<file path="src/rtl/irq_pending_ctrl_if.sv">
// ----------------------------------------------------------------------------
// irq_pending_ctrl_if
// Bundles the request, mask, acknowledge and status signals of the interrupt
// pending controller.
//   master : the system side; drives requests, mask writes, ack and eoi.
//   slave  : the controller; returns pend_out, irq, active and active_id.
// Signals:
//   req_in[7:0]    request lines (bit 7 highest priority downstream)
//   mask_wr        mask write strobe
//   mask_in[7:0]   mask value, 1 = masked
//   ack            acknowledge pulse
//   ack_id[2:0]    index being acknowledged (from the downstream encoder)
//   eoi            end-of-interrupt pulse
//   pend_out[7:0]  pending & ~mask, feeds the downstream priority encoder
//   irq            registered interrupt request
//   active         a request is in service
//   active_id[2:0] index of the in-service request, valid while active = 1
// ----------------------------------------------------------------------------
interface irq_pending_ctrl_if;
  logic [7:0] req_in;
  logic       mask_wr;
  logic [7:0] mask_in;
  logic       ack;
  logic [2:0] ack_id;
  logic       eoi;
  logic [7:0] pend_out;
  logic       irq;
  logic       active;
  logic [2:0] active_id;

  modport master (
    output req_in, mask_wr, mask_in, ack, ack_id, eoi,
    input  pend_out, irq, active, active_id
  );

  modport slave (
    input  req_in, mask_wr, mask_in, ack, ack_id, eoi,
    output pend_out, irq, active, active_id
  );
endinterface

</file>
<file path="src/rtl/irq_pending_ctrl.sv">
// ----------------------------------------------------------------------------
// irq_pending_ctrl
// Latches interrupt requests into a pending register, presents the unmasked
// pending set to a downstream priority encoder, and runs a small
// IDLE -> REQ -> SVC handshake with the servicing agent (ack, then eoi).
// Ports:
//   clk   : rising-edge clock
//   rst_n : asynchronous active-low reset
//   bus   : irq_pending_ctrl_if.slave (requests, mask, ack/eoi, status)
// Configuration:
//   IRQ_LEVEL_TRIG_EN : when defined, a request line sets its pending bit on
//                       every cycle it is high (level mode); otherwise only a
//                       rising edge sets it (edge mode, default).
// ----------------------------------------------------------------------------
module irq_pending_ctrl (
  input  logic                clk,
  input  logic                rst_n,
  irq_pending_ctrl_if.slave   bus
);

  typedef enum logic [1:0] {
    ST_IDLE = 2'd0,
    ST_REQ  = 2'd1,
    ST_SVC  = 2'd2
  } state_e;

  state_e     state_q, state_d;
  logic [7:0] req_prev_q;
  logic [7:0] pending_q, pending_d;
  logic [7:0] mask_q, mask_d;
  logic [2:0] active_id_q, active_id_d;
  logic       irq_q, active_q;

  logic [7:0] pend_vis;
  logic [7:0] set_vec;
  logic [7:0] clr_vec;
  logic       accept;

  // Unmasked pending set; purely combinational from the registers.
  assign pend_vis     = pending_q & ~mask_q;
  assign bus.pend_out = pend_vis;

`ifdef IRQ_LEVEL_TRIG_EN
  assign set_vec = bus.req_in;
`else
  assign set_vec = bus.req_in & ~req_prev_q;
`endif

  // An ack is only honoured while requesting and only for a visible bit.
  assign accept = (state_q == ST_REQ) && bus.ack && pend_vis[bus.ack_id];

  // NOTE: every signal assigned in always_comb gets a default first, so no
  // path leaves it unassigned and no latch is inferred.
  always_comb begin
    clr_vec = '0;
    if (accept) clr_vec[bus.ack_id] = 1'b1;
  end

  // Set is applied after clear so a same-cycle new request wins over an ack.
  // Masked bits still latch; the mask only gates visibility.
  assign pending_d = (pending_q & ~clr_vec) | set_vec;
  assign mask_d    = bus.mask_wr ? bus.mask_in : mask_q;

  always_comb begin
    state_d     = state_q;
    active_id_d = active_id_q;
    case (state_q)
      ST_IDLE: begin
        if (|pend_vis) state_d = ST_REQ;
      end
      ST_REQ: begin
        if (accept) begin
          state_d     = ST_SVC;
          active_id_d = bus.ack_id;
        end else if (pend_vis == 8'h00) begin
          // Everything visible was masked away before any ack.
          state_d = ST_IDLE;
        end
      end
      ST_SVC: begin
        if (bus.eoi) state_d = ST_IDLE;
      end
      default: state_d = ST_IDLE;
    endcase
  end

  // NOTE: state uses non-blocking assignments so every flop samples the
  // pre-edge values regardless of statement order.
  // NOTE: the reset clears all state, including the in-service record, so a
  // reset mid-service needs no eoi.
  always_ff @(posedge clk or negedge rst_n) begin
    if (!rst_n) begin
      state_q     <= ST_IDLE;
      req_prev_q  <= 8'h00;
      pending_q   <= 8'h00;
      mask_q      <= 8'h00;
      active_id_q <= 3'd0;
      irq_q       <= 1'b0;
      active_q    <= 1'b0;
    end else begin
      state_q     <= state_d;
      req_prev_q  <= bus.req_in;
      pending_q   <= pending_d;
      mask_q      <= mask_d;
      active_id_q <= active_id_d;
      // Outputs registered from the next state so they track it exactly.
      irq_q       <= (state_d == ST_REQ);
      active_q    <= (state_d == ST_SVC);
    end
  end

  assign bus.irq       = irq_q;
  assign bus.active    = active_q;
  assign bus.active_id = active_id_q;

endmodule

</file>
<file path="src/flat_wrapper.sv">
// flat-port wrapper written by rule: the top's interface ports become plain ports
module irq_pending_ctrl_flat 
  (clk, rst_n, bus_req_in, bus_mask_wr, bus_mask_in, bus_ack, bus_ack_id, bus_eoi, bus_pend_out, bus_irq, bus_active, bus_active_id);
  irq_pending_ctrl_if bus_i ();
  input  logic clk;
  input  logic rst_n;
  input wire logic [$bits(bus_i.req_in)-1:0] bus_req_in;
  input wire logic [$bits(bus_i.mask_wr)-1:0] bus_mask_wr;
  input wire logic [$bits(bus_i.mask_in)-1:0] bus_mask_in;
  input wire logic [$bits(bus_i.ack)-1:0] bus_ack;
  input wire logic [$bits(bus_i.ack_id)-1:0] bus_ack_id;
  input wire logic [$bits(bus_i.eoi)-1:0] bus_eoi;
  output wire logic [$bits(bus_i.pend_out)-1:0] bus_pend_out;
  output wire logic [$bits(bus_i.irq)-1:0] bus_irq;
  output wire logic [$bits(bus_i.active)-1:0] bus_active;
  output wire logic [$bits(bus_i.active_id)-1:0] bus_active_id;
  assign bus_i.req_in = bus_req_in;
  assign bus_i.mask_wr = bus_mask_wr;
  assign bus_i.mask_in = bus_mask_in;
  assign bus_i.ack = bus_ack;
  assign bus_i.ack_id = bus_ack_id;
  assign bus_i.eoi = bus_eoi;
  assign bus_pend_out = bus_i.pend_out;
  assign bus_irq = bus_i.irq;
  assign bus_active = bus_i.active;
  assign bus_active_id = bus_i.active_id;
  irq_pending_ctrl u_core (.clk(clk), .rst_n(rst_n), .bus(bus_i));
endmodule
</file>
<file path="config.mk">
export PLATFORM = sky130hd
export DESIGN_NAME = irq_pending_ctrl_flat
export DESIGN_NICKNAME = d
export VERILOG_FILES = /design/src/rtl/irq_pending_ctrl_if.sv /design/src/rtl/irq_pending_ctrl.sv /design/src/flat_wrapper.sv
export SDC_FILE = /design/constraint.sdc
export NUM_CORES = 1
export LEC_CHECK = 0
export BUFFER_PORTS_ARGS = -buffer_cell sky130_fd_sc_hd__buf_4
export CAP_MARGIN = 10
export CORE_MARGIN = 1.5
export CORE_UTILIZATION = 50
export DETAILED_ROUTE_END_ITERATION = 7
export PLACE_DENSITY = 0.8
export REMOVE_ABC_BUFFERS = 1
export SYNTH_ARGS = -nofsm -noshare
export SYNTH_HDL_FRONTEND = slang
export SYNTH_SLANG_ARGS = --single-unit
</file>
<file path="constraint.sdc">
create_clock -name clk -period 4.5 [get_ports clk]
set_input_delay 0 -clock clk [delete_from_list [all_inputs] [get_ports clk]]
set_output_delay 0 -clock clk [all_outputs]
set_load 0.03 [all_outputs]
</file>
==> flow_results.org, run 1 <==
** Route
- For this run, the detailed router's first-pass iteration total came to 4.
- The detailed router finished its first iteration with 21 violations.
- For this block, the via count after detailed routing is around 1100.
- After detailed routing, the number of remaining DRC violations is 0.
- Once detail routing completed, the nets flagged for antenna violations numbered 0.
- In the final routed layout, each cell accounts on average for 14.4 um.
- Post-DR vias/cell :: 5.29
- For this block, the routed nets add up to approximately 2900 um of wire.

** Synth
- Proportion of synthesized chip area in sequential cells :: 0.609
- Most repeated cell in the gate-level netlist after synthesis :: sky130_fd_sc_hd__dfrtp_1
- Synthesis inferred 31 register bits.
- Total number of yosys warnings :: 0
- Largest area contributor in the netlist :: sky130_fd_sc_hd__dfrtp_1
- Mapped cell area :: between 1000 and 1500 um2
- Fraction of registers with async set or reset after synthesis :: 1.00
- Share of Yosys cell area claimed by the top area cell type :: 0.609
- Number of cells produced by synthesis :: approximately 110
- In the synthesized netlist, the cells that appear most often are sky130_fd_sc_hd__dfrtp_1, sky130_fd_sc_hd__inv_1, sky130_fd_sc_hd__mux2_2, sky130_fd_sc_hd__nor2b_1, sky130_fd_sc_hd__o21ai_0.
- Primary flip-flop cell chosen by synthesis mapping :: sky130_fd_sc_hd__dfrtp_1
- A synthesized cell averages 11.9 um2.
- Number of enable-type register cells in the synthesized netlist :: 0
- Leading cell types by total area after synthesis :: sky130_fd_sc_hd__dfrtp_1, sky130_fd_sc_hd__mux2_2, sky130_fd_sc_hd__nor2b_1
- Distinct cells, synth :: 28

** Cells and area
- Fraction of final layout cells sized beyond drive strength 1 :: 0.318
- Util after Layout :: 0.756
- Count of inserted antenna diode cells :: 0
- The final layout contains 195 nets.
- Relative to the synthesized area, the layout overhead comes to 44.4%.

** Worst setup path
- The worst setup path is launched from a flip-flop.
- Counting cells, the worst reg-to-reg path comes to 5.
- The worst setup path is captured at a flip-flop.
- Critical-path top delay cell :: sky130_fd_sc_hd__or4_1
- Maximum cell stage delay along the critical path :: 0.60 ns
- Walking the worst path, the cells encountered are nand3b_1 -> or4_1 -> o31ai_1 -> dlygate4sd3_1 -> o21ai_0.
- Data on the critical path arrives at its endpoint at roughly 2.4 ns.
- CP Data Required Time :: roughly 4.7 ns
- Critical path fanouts, max :: 4
- By startpoint and endpoint, the worst setup path is classified as reg2reg.

** Place
- Detailed placement finished with a half-perimeter wire length of just under 2000 um.
- Routability Congestion :: 0.863
- Count of buffers inserted at the top-level ports :: 36

** Timing
- Dividing the final minimum period by the clock period gives 0.495.
- Worst-Margin Slew :: about 0.37 ns
- Counting I/O delays and the setup requirement, the final critical path takes 2.23 ns.
- Clock skew on the completed layout was measured at ~0.0042 ns.
- Worst slew slack as a fraction of its limit :: 0.750
- Unrepaired setup endpoints after global routing :: no
- Final setup vio count :: 0
- Highest Clock Rate :: roughly 0.45 GHz
- The number of failing hold endpoints at the final stage was 0.
- Total Negative Setup Slacks :: 0 ns
- The number of max-slew violations in the final report is 0.

** Die
- Overall die area :: about 2900 um2
- Chip width :: about 53 um
- Initial core utilization :: 0.524
- Core outline area :: roughly 2400 um2
- Row count :: 18
- The die is ~53 um tall.
- Top-level port count :: 37

** Min path
- Along the worst hold path, the cell count comes to 2.
- Class of the worst hold path :: in2reg

** Power
- Cell leakage power :: about 0.85 nW
- Internal power component :: ~0.46 mW
- Psw :: about 0.21 mW
- Across the VDD grid, the largest voltage drop is roughly 0.31 mV.
- Of the total power, the share spent switching nets is 0.317.
- Dividing total power by cell area gives a power density of around 370 nW/um2.
- Clock group share of total power :: 0.201
- Of the total power, registers draw 0.493.
- The share of total power dissipated in combinational logic is 0.306.

** GRT
- Global-route total usage across every layer :: 0.249
- The first global-routing pass estimated ~4700 um of wire.
- Entering global routing, the biggest net connects 32 pins.
- After global routing the overflow that remains totals 0.
- Initial antenna violation count :: 0
- Vias in the first global route :: 1057

** Clock tree
- TritonCTS built the clock tree.
- Clock network latency to the later pin of the worst-skew pair :: between 0.3 and 0.4 ns
- Gates resized, CTS repair :: 0
- Number of buffers inserted during clock tree synthesis :: 5
- CTS sink cnt :: 31
- Clock-pin transition on the worst setup and hold timing paths :: 0.08 ns
- The cell sitting at the root of the clock tree is a sky130_fd_sc_hd__clkbuf_4.
- In this run the deepest clock path goes through 2 buffers.
- Number of H-tree levels :: 2

** Run
- Max-cap violations in this run came to 0.

** Run status
- The flow ran to the end, and the final reports show no timing, DRC or antenna violations.
==> final cells by class <==
cell class	instances	area, um2
Multi-Input combinational cell	65	457
Fill cell	175	593
Inverter	10	37.5
Clock buffer	6	41.3
Tap cell	30	37.5
Timing Repair Buffer	58	490
Sequential cell	31	776
==> logic make-up after synthesis <==
kind of cell / after synthesis / synth area share
AO/OA/AOI/OAI: 21 / 0.106
buffers and inverters: 11 / 0.0324
flip-flops: 31 / 0.609
multiplexers: 10 / 0.0884
AND/OR/NAND/NOR: 34 / 0.164
==> power groups by stage <==
stage | Clock [mW] | Sequential (mW) | Combinational (mW)
2_1_floorplan | 0 | 0.366 | 0.0792
3_3_place_gp | 0 | 0.336 | 0.188
3_5_place_dp | 0 | 0.337 | 0.190
4_1_cts | 0.141 | 0.332 | 0.207
5_1_grt | 0.158 | 0.338 | 0.223
6_report | 0.136 | 0.333 | 0.207
==> timing repair <==
action / in CTS / in global routing
endpoints found under the hold margin: 58 / 0
buffers inserted: 0 / 0
endpoints found under the setup margin: 0 / 0
hold buffers: 22 / 0
==> layer usage <==
metal	track usage	wire, um	share of wire
met2	0.389	1470	0.51
met5	0	0	0
met1	0.305	1200	0.42
met3	0.102	189	0.066
met4	0.0983	18	0.0062
==> metrics by stage <==
| stage | cells | area, um2 | power (mW) | hold slack, ns | setup WS, ns |
|---|---|---|---|---|---|
| floorplan | 106 | 1270 | 0.445 | -0.296 | 2.56 |
| global placement | 172 | 1580 | 0.524 | -0.0557 | 2.75 |
| detailed placement | 172 | 1580 | 0.528 | -0.0513 | 2.73 |
| CTS | 200 | 1840 | 0.680 | 0.0137 | 2.29 |
| global route | 200 | 1840 | 0.719 | 0.0160 | 2.16 |
| finish | 200 | 1840 | 0.676 | 0.0228 | 2.27 |
==> critical path: cells and delay by family (launching register included) <==
kind / cells / cell delay, ns
simple gates: 2 / 0.84
compound gates: 2 / 0.28
buf+inv: 1 / 0.58
flops: 1 / 0.41
==> cell usage in the layout, fill, tap and decap left out, types with 2 or more instances in the layout <==
master	instances
sky130_fd_sc_hd__buf_4	36
sky130_fd_sc_hd__dfrtp_1	31
sky130_fd_sc_hd__dlygate4sd3_1	22
sky130_fd_sc_hd__inv_1	10
sky130_fd_sc_hd__mux2_2	8
sky130_fd_sc_hd__nor2b_1	7
sky130_fd_sc_hd__o21ai_0	6
sky130_fd_sc_hd__nand2_1	5
sky130_fd_sc_hd__nor2_1	5
sky130_fd_sc_hd__clkbuf_4	5
sky130_fd_sc_hd__o21ai_1	4
sky130_fd_sc_hd__o22ai_1	3
sky130_fd_sc_hd__nor4_1	3
sky130_fd_sc_hd__o31ai_1	3
sky130_fd_sc_hd__and2b_1	2
sky130_fd_sc_hd__nor3_1	2
sky130_fd_sc_hd__a21oi_1	2
sky130_fd_sc_hd__and2_1	2
sky130_fd_sc_hd__mux2_1	2
==> flip-flops by register name, summed over array words and instances, names as in the netlist <==
name and cells:
u_core.mask_q 8, u_core.pending_q 8, u_core.req_prev_q 8, u_core.bus.active_id 3
u_core.state_q 2, u_core.bus.active 1, u_core.bus.irq 1
==> final timing paths <==
path	from	to	slack [ns]
setup / recovery	u_core.state_q[1]$_DFF_PN0_	u_core.pending_q[0]$_DFF_PN0_	2.27
hold / removal	bus_mask_wr	u_core.mask_q[1]$_DFFE_PN0P_	0.02
setup reg to reg	u_core.state_q[1]$_DFF_PN0_	u_core.pending_q[0]$_DFF_PN0_	2.27
hold reg to reg	u_core.req_prev_q[3]$_DFF_PN0_	u_core.pending_q[3]$_DFF_PN0_	0.43
max in group asynchronous	rst_n	u_core.bus.irq$_DFF_PN0_	4.09
min in group asynchronous	rst_n	u_core.mask_q[4]$_DFFE_PN0P_	0.14
Note: power is estimated with default switching activity, not from simulation.
==> run 2, diff against run 1 <==
clock period = 2.15 ns   (was 4.5 ns; I/O delays follow)
==> run 2 against run 1 <==
Non-clock buffer count fell by 1. Utilization fell by 0.41 points. First-iteration DRC count fell by 48%. Critical endpoint is now u_core.bus.active_id[0]$_DFFE_PN0P_. Cell count fell by 0.50%. Fmax rose by 21%. Global-route usage fell by 0.060 points. Worst hold slack improved by 0.00066 ns. Sequential power rose by 110%.
==> flow_results.org, run 2 (same netlist as run 1, synthesis figures left out) <==
** Run status
- The run finished with clean final reports.

** Worst setup path
- STA classifies the critical path endpoint as a flip-flop.
- The arrival time of the worst setup path was 2.04 ns (-0.39 ns).
- Critical path fanouts, max :: 6 (+2)
- The reg-to-reg setup timing slack is 0.32 ns (-1.96 ns).
- The worst-case reg-to-reg path depth was 5 (unchanged).
- The critical path is of the reg2reg type.
- CP Data Required Time :: 2.36 ns (-2.35 ns)
- R2R Path End :: u_core.bus.active_id[0]$_DFFE_PN0P_
- Reg-to-reg critical path startpoint :: u_core.pending_q[2]$_DFF_PN0_
- Sort of element at the start of the critical path :: flip-flop

** Cells and area
- Util after Layout :: 0.752 (-0.00411)
- Leaving out fill and tap cells, the most frequent cell in the layout is sky130_fd_sc_hd__buf_4.
- The filler-free cell count of the finished design came to 199 (-0.50%).
- The final-stage net count came to 194 (-0.51%).
- The total inserted antenna cells is 0 (unchanged).
- Compared with the post-synthesis result, the final layout area differs by 43.6%.
- The final non-filler cell area is 1830 um2 (-0.54%).
- The fraction of layout cells with a size suffix above 1 is 0.320 (+0.00188).
- Registers with the highest flip-flop counts :: u_core.mask_q (8), u_core.pending_q (8), u_core.req_prev_q (8)
- The top cell types in the final layout, fill and taps aside, are sky130_fd_sc_hd__buf_4, sky130_fd_sc_hd__dfrtp_1, sky130_fd_sc_hd__dlygate4sd3_1, sky130_fd_sc_hd__inv_1, sky130_fd_sc_hd__mux2_2.

** GRT
- The number of antenna violations at the first check in global routing was 0 (unchanged).
- The leftover overflow at the end of global routing is 0 (unchanged).
- The largest net degree at the start of global routing came to 32 (unchanged).
- First-pass GRT wire length :: 4720 um (-0.44%)
- The global router's overall resource usage came to 0.249 (-0.000605).
- The via count of the first global-routing pass is 1054 (-0.28%).

** Run
- Number of maximum-capacitance constraint violations :: 0 (unchanged)

** Clock tree
- The post-cts gate resize count is 0 (unchanged).
- CTS sink cnt :: 31 (unchanged)
- Clock network latency to the later pin of the worst-skew pair :: 0.32 ns (about the same)
- Number of H-tree levels :: 2 (unchanged)
- Maximum root-to-sink buffer count :: 2 (unchanged)
- Clk Tree Root Cell :: sky130_fd_sc_hd__clkbuf_4
- TritonCTS built the clock tree.
- The number of CTS-inserted buffers was 5 (unchanged).
- Clock-pin transition on the worst setup and hold timing paths :: 0.08 ns (about the same)

** Min path
- The worst hold path begins at bus_mask_wr.
- The min-delay analysis places its worst path in the category in2reg.
- The instance count along the most critical hold path is 2 (unchanged).
- Hold Path End :: u_core.mask_q[1]$_DFFE_PN0P_

** Timing
- Hold violation count in the final report :: 0 (unchanged)
- Worst setup skew after layout :: 0.00482 ns (+0.000622 ns)
- The period utilization was 0.853 (+0.358).
- The actual slew at the worst max-slew pin is 0.377 ns (+0.00186 ns).
- The total negative slack is 0 ns (unchanged).
- The timing-limited maximum frequency is 0.545 GHz (+21%).
- Tmin final :: 1.83 ns (-0.394 ns)
- The final worst hold slack came to 0.0235 ns (+0.000659 ns).
- The number of failing setup endpoints in the final timing report was 0 (unchanged).
- Setup repair after global routing left no endpoint under its margin.
- Final Max Tran Viols :: 0 (unchanged)
- Worst slew slack as a fraction of its limit :: 0.749 (-0.00124)

** Route
- The number of antenna-violating nets in the routed design was 0 (unchanged).
- Detailed-route DRC error count :: 0 (unchanged)
- The mean routed wirelength per cell was 14.4 um (+0.19%).
- The total number of vias is 1034 (-2.2%).
- Initial detailed-routing violation count :: 11 (-48%)
- The post-detailed-routing wire length came to 2870 um (-0.31%).
- The average vias per placed instance was 5.20 (-1.7%).
- The first-pass detailed-route iteration total is 4 (unchanged).

** Power
- Max VDD drop :: 0.646 mV (+110%)
- The total power density per cell area was 770 nW/um2 (+110%).
- Cell leakage power :: 0.841 nW (-0.74%)

** Die
- The placement row count was 18 (unchanged).
- The width of the die was 53.5 um (unchanged).
- Initial core utilization :: 0.524 (unchanged)
- The die height is 53.5 um (unchanged).
- The total core area is 2430 um2 (unchanged).
- Top-level port count :: 37 (unchanged)
- The die footprint came to 2860 um2 (unchanged).

** Place
- Routability Congestion :: 0.863 (unchanged)
- The area of placed instances is 1580 um2 (unchanged).
- The total of buffers placed on input and output ports came to 36 (unchanged).
- The number of placed instances, taps included came to 172 (unchanged).
- The HPWL after detailed placement is 1990 um (unchanged).
-- run 2: worst max-delay path by stage --
stage	startpoint	endpoint	slack [ns]	cells past startpoint
3_3_place_gp	u_core.pending_q[2]$_DFF_PN0_	u_core.bus.active_id[2]$_DFFE_PN0P_	0.40	5
3_5_place_dp	u_core.pending_q[2]$_DFF_PN0_	u_core.bus.active_id[0]$_DFFE_PN0P_	0.38	5
4_1_cts	u_core.pending_q[2]$_DFF_PN0_	u_core.bus.active_id[0]$_DFFE_PN0P_	0.35	5
2_1_floorplan	u_core.mask_q[5]$_DFFE_PN0P_	u_core.pending_q[0]$_DFF_PN0_	0.21	5
5_1_grt	u_core.pending_q[2]$_DFF_PN0_	u_core.bus.active_id[0]$_DFFE_PN0P_	0.25	5
6_report	u_core.pending_q[2]$_DFF_PN0_	u_core.bus.active_id[0]$_DFFE_PN0P_	0.32	5
-- run 2: per-stage QoR --
step | setup WS [ns] | power [mW]
after global routing | 0.253 | 1.50
after global placement | 0.399 | 1.10
after detailed placement | 0.378 | 1.10
after floorplan | 0.211 | 0.932
final | 0.317 | 1.41
after CTS | 0.349 | 1.42
-- run 2: what timing repair did --
| action | 4_1_cts | 5_1_grt |
|---|---|---|
| hold buffers | 21 | 0 |
| buffers inserted | 0 | 0 |
| endpoints found under the hold margin | 58 | 0 |
-- run 2: routing by layer --
metal / GRT usage / vias to the layer above / wire length (um)
met5: 0 / - / 0
met4: 0.0983 / 0 / 18
met3: 0.102 / 2 / 186
met2: 0.389 / 43 / 1450
met1: 0.304 / 489 / 1220
li1: - / 500 / -
-- run 2: report_power, final --
group	switching (mW)	internal (mW)	leakage, nW
clock network	0.166	0.116	0.0242
registers	0.0382	0.658	0.343
logic	0.241	0.189	0.474
-- run 2: area by class of cell --
| type | instances | area (um2) |
|---|---|---|
| inverters | 10 | 37.5 |
| well taps | 30 | 37.5 |
| flip-flops and latches | 31 | 776 |
| fillers | 174 | 603 |
| repair buffers | 57 | 480 |
| clock buffers | 6 | 41.3 |
| multi-input cells | 65 | 457 |
-- run 2: critical path, stage by stage, from the launching register on --
cell	delay, ns
sky130_fd_sc_hd__dfrtp_1	0.39
sky130_fd_sc_hd__nor2b_1	0.16
sky130_fd_sc_hd__or3_1	0.34
sky130_fd_sc_hd__nor3b_2	0.19
sky130_fd_sc_hd__o211ai_2	0.29
sky130_fd_sc_hd__mux2_1	0.36
==> run 3, diff against run 2 <==
CELL_PAD_IN_SITES_DETAIL_PLACEMENT = 0   (was not set)
CELL_PAD_IN_SITES_GLOBAL_PLACEMENT = 1   (was not set)
CORE_UTILIZATION = 39   (was 50)
==> run 3 against run 2 <==
Die area is 27% higher. Cell count is 8.5% higher. Critical path type unchanged. Power is 6.5% higher. Sequential power hardly changed. Via count is 0.39% higher. Clock power is 32% higher. Sequential cell count stayed put. Fmax is 3.9% higher.
==> flow_results.org, run 3 (same netlist as run 1, synthesis figures left out) <==
** Run status
- The run finished with clean final reports.

** GRT
- The largest net degree at the start of global routing came to 32 (unchanged).
- GRT overflow :: 0 (unchanged)
- Met1 global-route usage :: 0.229 (-0.0748)
- The met3 track demand over resource came to 0.0628 (-0.0389).
- Vias in the first global route :: 1123 (+6.5%)
- Initial antenna violation count :: 0 (unchanged)
- The global-route wire length before repair came to 4820 um (+2.2%).
- The global routing stage identified its most utilized layer as met2.
- Met2 usage in global routing :: 0.307 (-0.0814)
- The global router's overall resource usage is 0.189 (-0.0601).

** Cells and area
- The footprint of the multi-input gates is 457 um2 (unchanged).
- Most frequent cells in the layout :: sky130_fd_sc_hd__buf_4, sky130_fd_sc_hd__dfrtp_1, sky130_fd_sc_hd__dlygate4sd3_1, sky130_fd_sc_hd__inv_1, sky130_fd_sc_hd__mux2_2
- The fraction of layout cells with a size suffix above 1 came to 0.331 (+0.0119).
- The sequential cell area is 776 um2 (unchanged).
- The total inserted antenna cells was 0 (unchanged).
- The final non-filler cell area is 1880 um2 (+2.9%).
- Number of inserted filler cells in the final layout :: 291 (+67%)
- Compared with the post-synthesis result, the final layout area differs by 47.7%.
- The final-stage net count was 195 (+0.52%).
- Most common library cell in the layout ignoring fill and taps :: sky130_fd_sc_hd__buf_4
- The largest registers in the layout are u_core.mask_q (8), u_core.pending_q (8), u_core.req_prev_q (8).

** Clock tree
- The clock insertion delay at the later pin of the skew report came to 0.33 ns (about the same).
- The post-cts gate resize count was 0 (unchanged).
- Clock-pin transition on the worst setup and hold timing paths :: 0.09 ns (about the same)
- The number of CTS-inserted buffers is 5 (unchanged).
- TritonCTS clock tree :: yes
- CTS sink cnt :: 31 (unchanged)
- Clk Tree Root Cell :: sky130_fd_sc_hd__clkbuf_4
- Maximum root-to-sink buffer count :: 2 (unchanged)
- The number of buffers inserted by post-CTS setup repair came to 0 (unchanged).
- The number of H-tree levels was 2 (unchanged).
- CTS Hold Bufs :: 21 (unchanged)

** Power
- The total power density per cell area came to 797 nW/um2 (+3.5%).
- The peak supply drop was 0.512 mV (-21%).
- The leakage component of the power was 0.860 nW (+2.3%).

** Worst setup path
- The worst-case reg-to-reg path depth came to 5 (unchanged).
- The arrival time of the worst setup path is 1.98 ns (-0.06 ns).
- R2R Path End :: u_core.bus.active_id[2]$_DFFE_PN0P_
- The reg-to-reg setup timing slack is 0.39 ns (+0.07 ns).
- The worst register-to-register path begins at u_core.pending_q[2]$_DFF_PN0_.
- The biggest fanout along the worst timing path was 6 (unchanged).
- CP Data Required Time :: 2.36 ns (about the same)
- The worst setup path is captured at a flip-flop.
- The setup path with the least slack is of type reg2reg.
- Sort of element at the start of the critical path :: flip-flop

** Place
- Routability Congestion :: 0.836 (-3.1%)
- The area of placed instances came to 1600 um2 (+1.6%).
- The HPWL after detailed placement came to 2000 um (+0.49%).
- Count of buffers inserted at the top-level ports :: 36 (unchanged)

** Timing
- Tmin final :: 1.76 ns (-0.0695 ns)
- The number of max-slew violations in the final report was 0 (unchanged).
- The actual slew at the worst max-slew pin came to 0.388 ns (+0.0115 ns).
- The relative slew slack came to 0.741 (-0.00766).
- The number of failing hold endpoints at the final stage is 0 (unchanged).
- Unrepaired setup endpoints after global routing :: no
- The worst clock skew came to 0.00982 ns (+0.00500 ns).
- The number of failing setup endpoints in the final timing report came to 0 (unchanged).
- Part of the cycle the worst path needs :: 0.820 (-0.0323)
- The timing-limited maximum frequency was 0.567 GHz (+3.9%).
- The total negative slack is 0 ns (unchanged).

** Min path
- The worst hold path belongs to the class in2reg.
- For hold timing, the worst endpoint is u_core.mask_q[7]$_DFFE_PN0P_.
- In this run the most critical hold path is launched from bus_mask_wr.
- Hold depth :: 2 (unchanged)

** Die
- The total core area is 3080 um2 (+27%).
- The placement row count is 20 (+2).
- The starting utilization of the core area came to 0.414 (-0.110).
- The I/O pin count was 37 (unchanged).
- Vertical die dimension :: 60.2 um (+12%)
- Chip width :: 60.2 um (+12%)
- The die footprint was 3620 um2 (+27%).

** Route
- The mean routed wirelength per cell was 12.9 um (-11%).
- The post-detailed-routing wire length came to 2790 um (-3.0%).
- The total number of vias was 1038 (+0.39%).
- Post-DR vias/cell :: 4.81 (-7.5%)
- The first-pass detailed-route iteration total is 4 (unchanged).
- Detailed-route DRC error count :: 0 (unchanged)
- Initial detailed-routing violation count :: 13 (+2)
- The number of antenna-violating nets in the routed design is 0 (unchanged).

** Run
- Number of maximum-capacitance constraint violations :: 0 (unchanged)
## run 3: final cells by class
class                           count  area share
Clock buffer                        8      0.0366
Multi-Input combinational cell     65       0.243
Tap cell                           44      0.0293
Inverter                           10      0.0199
Sequential cell                    31       0.412
Timing Repair Buffer               58       0.259
## run 3: stage by stage
stage | hold slack (ns) | utilization | std cells | setup slack (ns) | power [mW]
floorplan | -0.296 | - | 106 | 0.211 | 0.932
global placement | -0.0525 | 0.521 | 187 | 0.400 | 1.10
detailed placement | -0.0485 | 0.521 | 187 | 0.389 | 1.11
CTS | 0.0166 | 0.611 | 216 | 0.362 | 1.52
global route | 0.0195 | 0.611 | 216 | 0.256 | 1.59
finish | 0.0213 | 0.611 | 216 | 0.386 | 1.50
## run 3: worst max-delay path, stage by stage, from the launching register on
cell,delay [ns]
sky130_fd_sc_hd__dfrtp_1,0.38
sky130_fd_sc_hd__nor2b_1,0.15
sky130_fd_sc_hd__or3_1,0.33
sky130_fd_sc_hd__nor3b_2,0.18
sky130_fd_sc_hd__o211ai_2,0.26
sky130_fd_sc_hd__mux2_1,0.35
## run 3: worst max-delay path by stage
stage / from / endpoint / slack [ns] / cells past startpoint
finish: u_core.pending_q[2]$_DFF_PN0_ / u_core.bus.active_id[2]$_DFFE_PN0P_ / 0.39 / 5
global route: u_core.pending_q[2]$_DFF_PN0_ / u_core.bus.active_id[0]$_DFFE_PN0P_ / 0.26 / 5
CTS: u_core.pending_q[2]$_DFF_PN0_ / u_core.bus.active_id[2]$_DFFE_PN0P_ / 0.36 / 5
detailed placement: u_core.pending_q[2]$_DFF_PN0_ / u_core.bus.active_id[2]$_DFFE_PN0P_ / 0.39 / 5
global placement: u_core.pending_q[2]$_DFF_PN0_ / u_core.bus.active_id[2]$_DFFE_PN0P_ / 0.40 / 5
floorplan: u_core.mask_q[5]$_DFFE_PN0P_ / u_core.pending_q[0]$_DFF_PN0_ / 0.21 / 5
## run 3: per-layer routing
| layer | vias to the layer above | part of all wire | wire length (um) |
|---|---|---|---|
| met5 | - | 0 | 0 |
| met4 | 0 | 0.018 | 50 |
| met3 | 7 | 0.046 | 129 |
| met2 | 25 | 0.50 | 1390 |
| met1 | 505 | 0.44 | 1220 |
| li1 | 501 | - | - |
## run 3: where the power goes
group,internal [mW],total (mW),switching [mW]
logic,0.193,0.433,0.240
clock network,0.192,0.373,0.181
registers,0.658,0.694,0.0364
total,1.04,1.50,0.457
